[src/rtl/led_seq_pkg.sv]
// Shared encodings for the LED pattern sequencer: pattern modes and FSM states.
package led_seq_pkg;

   typedef enum logic [1:0] {
      MODE_UP     = 2'b00,
      MODE_DOWN   = 2'b01,
      MODE_BOUNCE = 2'b10,
      MODE_BLINK  = 2'b11
   } mode_t;

   typedef enum logic [1:0] {
      IDLE,
      RUN,
      BLANK
   } state_t;

endpackage

[src/rtl/led_tick_gen.sv]
// Step divider: counts 0..DIV-1 while enabled, strobing tick in the terminal-count cycle.
module led_tick_gen #(
   parameter int unsigned DIV = 50_000_000
) (
   input  logic clk,
   input  logic rst,
   input  logic en,
   output logic tick
);

   localparam int unsigned CW = (DIV > 1) ? $clog2(DIV) : 1;
   localparam logic [CW-1:0] LAST = CW'(DIV - 1);

   logic [CW-1:0] count;

   assign tick = en && (count == LAST);

   always_ff @(posedge clk or posedge rst) begin
      if (rst)
         count <= '0;
      else if (en)
         count <= (count == LAST) ? '0 : count + CW'(1);
   end

endmodule

[src/rtl/led_pattern_seq.sv]
// LED pattern sequencer: chase-up, chase-down, bounce and blink patterns stepped by led_tick_gen.
module led_pattern_seq
   import led_seq_pkg::*;
#(
   parameter int          N_LEDS = 8,
   parameter int unsigned DIV    = 50_000_000
) (
   input  logic              clk,
   input  logic              rst,
   input  logic              en,
   input  logic [1:0]        mode,
   output logic [N_LEDS-1:0] led,
   output logic              tick,
   output logic              wrap
);

   localparam int PW = $clog2(N_LEDS);
   localparam logic [PW-1:0] LAST_POS = PW'(N_LEDS - 1);

   state_t            state;
   mode_t             cur_mode;
   mode_t             req_mode;
   logic [PW-1:0]     pos;
   logic [PW-1:0]     nxt;
   logic [PW-1:0]     first_pos;
   logic [N_LEDS-1:0] first_led;
   logic              dir_up;
   logic              step;
   logic              div_en;
   logic              restart;

   function automatic logic [N_LEDS-1:0] onehot(input logic [PW-1:0] p);
      return {{(N_LEDS-1){1'b0}}, 1'b1} << p;
   endfunction

   assign req_mode = mode_t'(mode);
   // Divider is held at 0 in IDLE so the first step lands DIV cycles after start.
   assign div_en   = en && (state != IDLE);

   led_tick_gen #(.DIV(DIV)) u_tick_gen (
      .clk  (clk),
      .rst  (rst),
      .en   (div_en),
      .tick (step)
   );

   always_comb begin
      first_pos = (req_mode == MODE_DOWN) ? LAST_POS : '0;
      first_led = (req_mode == MODE_BLINK) ? '1 : onehot(first_pos);
      nxt       = (cur_mode == MODE_DOWN || (cur_mode == MODE_BOUNCE && !dir_up))
                  ? pos - PW'(1) : pos + PW'(1);
      restart   = (state == IDLE) ? en : (step && (req_mode != cur_mode));
   end

   always_ff @(posedge clk or posedge rst) begin
      if (rst) begin
         state    <= IDLE;
         cur_mode <= MODE_UP;
         pos      <= '0;
         dir_up   <= 1'b1;
         led      <= '0;
         tick     <= 1'b0;
         wrap     <= 1'b0;
      end else begin
         tick <= step;
         wrap <= 1'b0;
         if (restart) begin
            state    <= RUN;
            cur_mode <= req_mode;
            pos      <= first_pos;
            dir_up   <= 1'b1;
            led      <= first_led;
         end else if (step) begin
            case (cur_mode)
               MODE_UP, MODE_DOWN: begin
                  // mode equals cur_mode here, so first_pos is this mode's start position
                  if (state == BLANK) begin
                     state <= RUN;
                     pos   <= first_pos;
                     led   <= onehot(first_pos);
                     wrap  <= 1'b1;
                  end else if (pos == ((cur_mode == MODE_UP) ? LAST_POS : PW'(0))) begin
                     state <= BLANK;
                     led   <= '0;
                  end else begin
                     pos <= nxt;
                     led <= onehot(nxt);
                  end
               end
               MODE_BOUNCE: begin
                  pos <= nxt;
                  led <= onehot(nxt);
                  if (nxt == LAST_POS)
                     dir_up <= 1'b0;
                  if (nxt == '0) begin
                     dir_up <= 1'b1;
                     wrap   <= 1'b1;
                  end
               end
               default: begin
                  pos  <= pos ^ PW'(1);
                  led  <= pos[0] ? '1 : '0;
                  wrap <= pos[0];
               end
            endcase
         end
      end
   end

endmodule

[config.mk]
export PLATFORM = sky130hd
export DESIGN_NAME = led_pattern_seq
export DESIGN_NICKNAME = d
export VERILOG_FILES = /design/src/rtl/led_seq_pkg.sv /design/src/rtl/led_tick_gen.sv /design/src/rtl/led_pattern_seq.sv
export SDC_FILE = /design/constraint.sdc
export NUM_CORES = 1
export LEC_CHECK = 0
export ABC_CLOCK_PERIOD_IN_PS = 7600
export BUFFER_PORTS_ARGS = -buffer_cell sky130_fd_sc_hd__buf_2
export CAP_MARGIN = 20
export CORE_MARGIN = 2
export CORE_UTILIZATION = 25
export DETAILED_ROUTE_END_ITERATION = 10
export SYNTH_ARGS = -nofsm -noshare
export SYNTH_HDL_FRONTEND = slang
export SYNTH_SLANG_ARGS = --single-unit
[constraint.sdc]
create_clock -name clk -period 7.6 [get_ports clk]
set_input_delay 0 -clock clk [delete_from_list [all_inputs] [get_ports clk]]
set_output_delay 0 -clock clk [all_outputs]
set_load 0.02 [all_outputs]
# --- Word level (Yosys, flattened, before mapping) ---
# Cells that the tools add are included.
totals:
  reg_bits: 44
  elab_cells: 78
op_classes:
  n_shift: 2
  n_reduce_logical: 21
  n_eq_ne: 10
  n_bitwise: 1
  addsub: 3
  n_mux: 32
ops:
  columns: ["op", "count"]
  rows:
  - ["8-bit 2-to-1 mux", 6]
  - ["26-bit by 1-bit adder with 26-bit output, second input constant", 1]
  - ["26-bit == test, second input constant", 1]
  - ["26-bit 2-to-1 mux", 1]
  - ["3-bit 2-to-1 mux", 7]
  - ["8-bit case mux with 2 select lines", 1]
  - ["1-bit by 3-bit << shifter with 8-bit output, first input constant", 2]
  - ["1-bit 2-to-1 mux", 10]
  - ["2-bit 2-to-1 mux", 5]
  - ["3-bit AND reduction", 3]
  - ["3-bit nonzero test", 3]
  - ["2-bit nonzero test", 4]
  - ["2-bit == test, second input constant", 3]
  - ["3-bit case mux with 2 select lines", 1]
  - ["2-bit by 1-bit == test with 1-bit output, second input constant", 2]
  - ["1-bit logical AND", 4]
  - ["2-bit logical NOT", 2]
  - ["4-bit != test, second input constant", 1]
  - ["3-bit by 1-bit adder with 3-bit output, second input constant", 1]
  - ["3-bit == test", 1]
  - ["3-bit == test, second input constant", 1]
  - ["3-bit logical NOT", 1]
  - ["3-bit by 1-bit subtractor with 3-bit output, second input constant", 1]
  - ["2-bit != test", 1]
  - ["other kinds (6)", 6]

# --- Depth between registers and ports, before layout ---
# Gate-level depths: netlist (run 1).
depth:
  depth_word: 10
  depth_mapped: 9
  depth_no_buf: 8

# --- Cells and area by module ---
# From an unflattened synthesis (run 1), not the netlist that was laid out.
unflattened:
  hier_cells: 259
  hier_area_um2: 2601.2
by_module_without_submodules:
  columns: ["mod", "instances", "area_per_inst_um2", "seq_area_each_um2", "cells_per_inst"]
  rows:
  - ["led_tick_gen", 1, 1313.8, 650.6, 126]
  - ["led_pattern_seq", 1, 1287.5, 451.7, 133]

# --- Least setup slack after synthesis (run 1) ---
# No wires, ideal clock.
synth_timing:
  kind: "flip-flop to flip-flop"
  start: "register cur_mode[1]"
  end: "register led[0]"
  n_path_buf: 1
  setup_ps: 127
  setup_slack_ps: 4928
  required_time_ps: 7473
  t_arrival_ps: 2544
  path_stages_with_launch: 10
  period_less_slack_ps: 2672
  path_cell_list: "dfrtp_1 buf_2 or3b_2 and2_1 fa_1 xor2_1 a21oi_1 or2_2 a311oi_1 o21ai_1"
synth_via:
  elab_chain_len: 10
  word_cells_on_any_way: 19
  classes_between: "eq/ne: 4; shift: 1; mux: 8; reduce/logical: 6"
synth_lines:
  columns: ["element", "line_no", "source"]
  rows:
  - ["from (decl)", "led_pattern_seq.sv:21", "mode_t cur_mode;"]
  - ["from (signal assigned)", "led_pattern_seq.sv:69", "cur_mode <= req_mode;"]
  - ["2-bit == test", "led_pattern_seq.sv:50, led_pattern_seq.sv:74", null]
  - ["1-bit logical AND", "led_pattern_seq.sv:50", "nxt = (cur_mode == MODE_DOWN || (cur_mode == MODE_BOUNCE && !dir_up))"]
  - ["1-bit logical OR", "led_pattern_seq.sv:50", null]
  - ["3-bit 2-to-1 mux", "led_pattern_seq.sv:51", "? pos - PW'(1) : pos + PW'(1);"]
  - ["1-bit by 3-bit << shifter with 8-bit output", "led_pattern_seq.sv:33", "return {{(N_LEDS-1){1'b0}}, 1'b1} << p;"]
  - ["8-bit 2-to-1 mux", "led_pattern_seq.sv:82", "end else if (pos == ((cur_mode == MODE_UP) ? LAST_POS : PW'(0))) begin"]
  - ["8-bit 2-to-1 mux", "led_pattern_seq.sv:77", "if (state == BLANK) begin"]
  - ["8-bit case mux with 2 select lines", "led_pattern_seq.sv:74", "case (cur_mode)"]
  - ["8-bit 2-to-1 mux", "led_pattern_seq.sv:73", "end else if (step) begin"]
  - ["8-bit 2-to-1 mux", "led_pattern_seq.sv:67", "if (restart) begin"]
  - ["to (signal assigned)", "led_pattern_seq.sv:72", "led <= first_led;"]
  - ["to (signal assigned)", "led_pattern_seq.sv:80", "led <= onehot(first_pos);"]
  - ["to (signal assigned)", "led_pattern_seq.sv:87", "led <= onehot(nxt);"]
  - ["to (decl)", "led_pattern_seq.sv:12", "output logic [N_LEDS-1:0] led,"]
# Parallel ways exist; a longest one is shown, timed or not. The select of a mux whose other input is x is not followed.
# A chain may end at the register's enable or synchronous reset.

# --- Worst setup path after layout (run 1) ---
layout_timing:
  start: "register cur_mode[1]"
  end: "register led[3]"
# Same word-level chain as after synthesis.

==> impl_metrics.yaml, run 1 <==
power_and_ir_drop:
  vdd_drop_max_v: 0.0000924
  leakagePower_nw: 1.26
  p_per_area_mw_per_mm2: 274
critical_path:
  path_delay_family: "simple AND/OR/NAND/NOR gates"
  cpMaxStageDelayCell: "dfrtp_1"
  cp-end-kind: "register"
  critPathRequiredTime_ns: 7.77
  max_stage_delay_ns: 0.67
  cp_num_buf_inv: 0
  crit_type: "reg2reg"
  cp_max_fo: 18
  startpoint_type: "register"
  reg2reg_from: "cur_mode[1]"
  arrival_ns: 3.28
  path_cells: "or3b_2 > and2_1 > fa_1 > xor2_1 > a21oi_1 > or2_2 > a311oi_1 > o21ai_0"
  startpoint: "cur_mode[1]"
cells_and_area:
  regArea_mm2: 0.00110
  syn_to_final_growth_pct: 13.0
  final_cell_mix: "dfrtp_1 (43), nor2_1 (26), o21ai_0 (26)"
  design_area_mm2: 0.00304
  fin_nets: 318
  final_core_util_pct: 29.3
  drive_above_1_share_pct: 13.7
  fill_cells: 1086
  multi_input_area_mm2: 0.00148
  mostFrequentLayoutCell: "dfrtp_1"
  num_antenna_cells: 0
yosys:
  syn_area_mm2: 0.00269
  netlist_instances: 290
  ys_seq_elements: 44
  yosysSeqAreaShare_pct: 41.0
  yosysUniqueCellTypes: 58
  synth_edf_count: 0
  async_flop_share_pct: 100
  yosys_warnings: 0
  ys.flop_type: "dfrtp_1"
  yosys.area.top_type_share_pct: 40.1
  avgSynthCellArea_um2: 9.26
  netlist_top_cells_area: "dfrtp_1 (40%), xnor2_1 (6.8%), o21ai_0 (4.8%)"
  syn_nets: 302
  yosys.area.top_type: "dfrtp_1"
worst_hold_path:
  hp-start: "mode[0]"
  hold_class: "in2reg"
cts:
  cts.path.max_buffers: 2
  postCtsResizedCells: 0
  cts_tree: "built"
  clock_latency_ns: 0.30
  clock_tree.root_cell: "clkbuf_8"
  htreeDepth: 2
  cts_buffers: 5
  cts_sinks: 44
  clk_pin_slew_ns: 0.09
timing:
  fin_setup_tns_ns: 0
  skew_ns: 0.00625
  rsz0062_at_grt: "false"
  worst_slew_pin_slew_ns: 0.920
  hold_viol_final: 0
  layout_min_cycle_time_ns: 3.10
  fmax_mhz: 322
  relSlewSlack_pct: 38.6
  setup_viol: 0
  period_share_pct: 40.8
  slew_viol_final: 0
  hold_slack_ns: 0.00962
route:
  drt-initial-drc-count: 115
  drc: 0
  postRouteAntennaNets: 0
  drt-wirelength-per-cell_um: 13.8
  dr.pass1.iters: 4
  routed_via_density: 4.90
  vias: 2171
  finalWirelength_um: 6130
global_route:
  grt_pass1_vias: 2100
  gr-total-overflow: 0
  grt_pass1_wl_um: 10300
  antenna_found_initial: 0
  grt_max_degree: 45
  grt_use_total_pct: 11.2
placement:
  hpwl_um: 4490
  place.gp.congestion: 0.864
  placed_area_mm2: 0.00289
  portBuffers: 14
floorplan:
  die_w_um: 108
  coreArea_mm2: 0.0104
  rows: 37
  io_pins: 15
  die_area_mm2: 0.0116
  die_h_um: 108
  initial_utilization_pct: 25.9
run_status:
  status: "completed"
flow_run:
  drv_cap: 0
## metal layers
layer,global-route usage (%),wire length (µm),up-vias
li1,-,-,1093
met1,15.4,3010,1031
met2,17.7,2760,38
met3,1.88,255,9
met4,3.66,100,0
met5,0,0,-
## synthesized netlist by cell type, drive strengths merged (2+ instances only)
library cell,instances
a21o,3
a21oi,5
a311oi,7
a31o,2
a31oi,3
and2,2
and3,4
and4,4
buf,8
clkbuf,2
dfrtp,43
ha,6
inv,12
nand2,24
nand2b,2
nand3,19
nand4,6
nor2,26
nor2b,3
nor3,11
nor4,8
nor4b,2
o2111ai,2
o211ai,3
o21ai,28
o311ai,2
or2,3
or3,2
or4,2
xnor2,21
xor2,6
## final cells by class
type                    count  share of cell area, %
well taps                 136                   5.61
flip-flops and latches     44                   36.3
clock inverters             2                   1.28
multi-input cells         223                   48.6
inverters                  13                   1.77
clock buffers               6                   2.72
repair buffers             19                   3.71
## power by group
group	total, W	switching (W)	internal (W)
Sequential	0.000337	0.0000622	0.000275
Clock	0.000192	0.0000844	0.000108
Combinational	0.000302	0.000181	0.000121
## per-stage QoR
step / setup WS (ns) / cells / power [W]
3_3_place_gp: 4.63 / 433 / 0.000638
6_report: 4.50 / 443 / 0.000831
4_1_cts: 4.51 / 443 / 0.000837
2_1_floorplan: 4.93 / 290 / 0.000557
3_5_place_dp: 4.52 / 433 / 0.000643
5_1_grt: 4.22 / 443 / 0.000891
## worst reg2reg max path: cells and delay by family, from the launching register on
kind                       cells  cell delay [ns]
and+or+nand+nor                3             1.05
adders and majority gates      1             0.37
DFF                            1             0.67
AOI/OAI and AO/OA              3             0.54
xor gates and xnor gates       1             0.34
## sequential cells by signal, indices dropped and copies added (netlist names)
| register | flops |
|---|---|
| led | 8 |
| tick | 1 |
| cur_mode | 2 |
| u_tick_gen.count | 26 |
| wrap | 1 |
| pos | 3 |
| state | 2 |
| dir_up | 1 |
## path summary, 6_finish.rpt
check,cells past startpoint,endpoint,slack [ns]
max,8,led[3],4.50
min,3,led[7],0.01
max reg2reg,8,led[3],4.50
min reg2reg,1,u_tick_gen.count[15],0.51
max in group asynchronous,3,u_tick_gen.count[10],6.58
min in group asynchronous,3,u_tick_gen.count[25],0.45
## what timing repair did
item	in CTS	in global routing
setup endpoints to repair	0	0
setup buffers	0	0
hold buffers	2	0
endpoints found under the hold margin	44	0
## logic make-up after synthesis
logic type	Yosys count	synth area share (%)
adder cells (fa/ha/maj)	7	3.54
buffers and inverters	23	4.05
flip-flops	44	41.0
XOR/XNOR	27	8.80
AO/OA/AOI/OAI	66	16.5
AND/OR/NAND/NOR	123	26.1
(Power assumes the default switching activity.)
==> inputs of run 2 (changes only) <==
--- a/config.mk
+++ b/config.mk
@@ -5,7 +5,7 @@
 export SDC_FILE = /design/constraint.sdc
 export NUM_CORES = 1
 export LEC_CHECK = 0
-export ABC_CLOCK_PERIOD_IN_PS = 7600
+export ABC_CLOCK_PERIOD_IN_PS = 3200
 export BUFFER_PORTS_ARGS = -buffer_cell sky130_fd_sc_hd__buf_2
 export CAP_MARGIN = 20
 export CORE_MARGIN = 2
==> constraint.sdc (replaced) <==
create_clock -name clk -period 3.2 [get_ports clk]
set_input_delay 0 -clock clk [delete_from_list [all_inputs] [get_ports clk]]
set_output_delay 0 -clock clk [all_outputs]
set_load 0.02 [all_outputs]
==> impl_metrics.yaml, run 2 (synthesized netlist as in run 1, its figures left out) <==
cts:
  cts.path.max_buffers: 2
  htreeDepth: 2
  cts_sinks: 44
  holdBufCountCts: 2
  clk_pin_slew_ns: 0.09
  cts_setup_buffers: 0
  cts_tree: "built"
  clock_latency_ns: 0.30
  clock_tree.root_cell: "clkbuf_8"
  postCtsResizedCells: 0
  cts_buffers: 5
timing:
  relSlewSlack_pct: 39.1
  slew_viol_final: 0
  period_share_pct: 88.0
  worst_slew_pin_slew_ns: 0.912
  hold_slack_ns: 0.0131
  fin_setup_tns_ns: 0
  fmax_mhz: 355
  rsz0062_at_grt: "false"
  setup_viol: 0
  skew_ns: 0.00721
  hold_viol_final: 0
  layout_min_cycle_time_ns: 2.81
route:
  drt-wirelength-per-cell_um: 14.0
  postRouteAntennaNets: 0
  vias: 2193
  drc: 0
  finalWirelength_um: 6260
  routed_via_density: 4.92
  dr.pass1.iters: 4
  drt-initial-drc-count: 216
critical_path:
  reg2reg_depth: 8
  startpoint_type: "register"
  critPathRequiredTime_ns: 3.37
  r2r-end: "led[0]"
  r2r_slack_ns: 0.39
  cp_max_fo: 5
  crit_type: "reg2reg"
  startpoint: "cur_mode[0]"
  arrival_ns: 2.99
  reg2reg_from: "cur_mode[0]"
  cp-end-kind: "register"
power_and_ir_drop:
  vdd_drop_max_v: 0.000250
  leakagePower_nw: 1.27
  p_sw_w: 0.000796
  p_per_area_mw_per_mm2: 654
  seqPwrFrac_pct: 37.7
  p_int_w: 0.00120
  p_total_w: 0.00199
  clkPwrFrac_pct: 21.7
  sw_frac_of_total_pct: 40.0
  p_comb_share_pct: 40.6
floorplan:
  die_h_um: 108
  coreArea_mm2: 0.0104
  die_area_mm2: 0.0116
  die_w_um: 108
  rows: 37
  initial_utilization_pct: 25.9
  io_pins: 15
global_route:
  grt_pass1_vias: 2166
  grt_max_degree: 45
  gr-total-overflow: 0
  grt_use_total_pct: 11.8
  antenna_found_initial: 0
  grt_pass1_wl_um: 11000
worst_hold_path:
  hp-start: "mode[0]"
  whs_endpoint: "led[7]"
  min_path_cells: 3
  hold_class: "in2reg"
cells_and_area:
  top_regs: "u_tick_gen.count: 26 flops, led: 8 flops, pos: 3 flops"
  mostFrequentLayoutCell: "dfrtp_1"
  largest_reg_flops: 26
  instances_no_fill: 446
  num_antenna_cells: 0
  final_cell_mix: "dfrtp_1 (43), nor2_1 (26), o21ai_0 (26)"
  drive_above_1_share_pct: 14.2
  syn_to_final_growth_pct: 13.3
  regMostFlops: "u_tick_gen.count"
  fin_nets: 321
  design_area_mm2: 0.00304
run_status:
  status: "completed"
placement:
  hpwl_um: 4480
  place.gp.congestion: 0.882
  portBuffers: 14
  post-place-cells: 436
  placed_area_mm2: 0.00292
flow_run:
  drv_cap: 0
-- run 2: critical path, stage by stage, from the launching register on --
cell      delay [ns]
dfrtp_1         0.38
or3b_2          0.50
and2_1          0.20
fa_1            0.37
xor2_1          0.35
a21oi_1         0.14
or2_2           0.37
a311oi_1        0.28
o21ai_1         0.11
-- run 2: final cells by class --
type | instances | area [µm²]
fill | 1104 | 7330
multi-input combinational | 223 | 1480
sequential | 44 | 1100
tap | 136 | 170
timing repair buffer | 22 | 135
clock buffer | 6 | 72.6
inverter | 13 | 53.8
clock inverter | 2 | 35.0
-- run 2: worst max-delay path by stage --
stage | cells after the start | slack (ns) | end
2_1_floorplan | 9 | 0.53 | led[0]
4_1_cts | 8 | 0.38 | led[0]
5_1_grt | 8 | 0.21 | led[2]
3_3_place_gp | 8 | 0.51 | led[0]
6_report | 8 | 0.39 | led[0]
3_5_place_dp | 8 | 0.39 | led[2]
-- run 2: stage by stage --
stage / setup WS [ns] / util [%]
after floorplan: 0.528 / -
after global routing: 0.207 / 29.4
after CTS: 0.383 / 29.4
final: 0.385 / 29.4
after detailed placement: 0.391 / 28.1
after global placement: 0.507 / 28.1
-- run 2: layer usage --
| metal | part of all wire (%) | vias up | routed length (µm) | track usage [%] |
|---|---|---|---|---|
| li1 | - | 1090 | - | - |
| met1 | 49 | 1048 | 3100 | 16.8 |
| met2 | 46 | 53 | 2860 | 18.1 |
| met3 | 4.1 | 2 | 259 | 2.54 |
| met4 | 0.64 | 0 | 40 | 3.21 |
| met5 | 0 | - | 0 | 0 |
-- run 2: power by group through the flow --
stage | logic, W | clock network [W] | registers, W
3_5_place_dp | 0.000794 | 0 | 0.000759
4_1_cts | 0.000800 | 0.000444 | 0.000749
5_1_grt | 0.000897 | 0.000475 | 0.000766
6_report | 0.000808 | 0.000433 | 0.000750
2_1_floorplan | 0.000535 | 0 | 0.000789
3_3_place_gp | 0.000782 | 0 | 0.000754
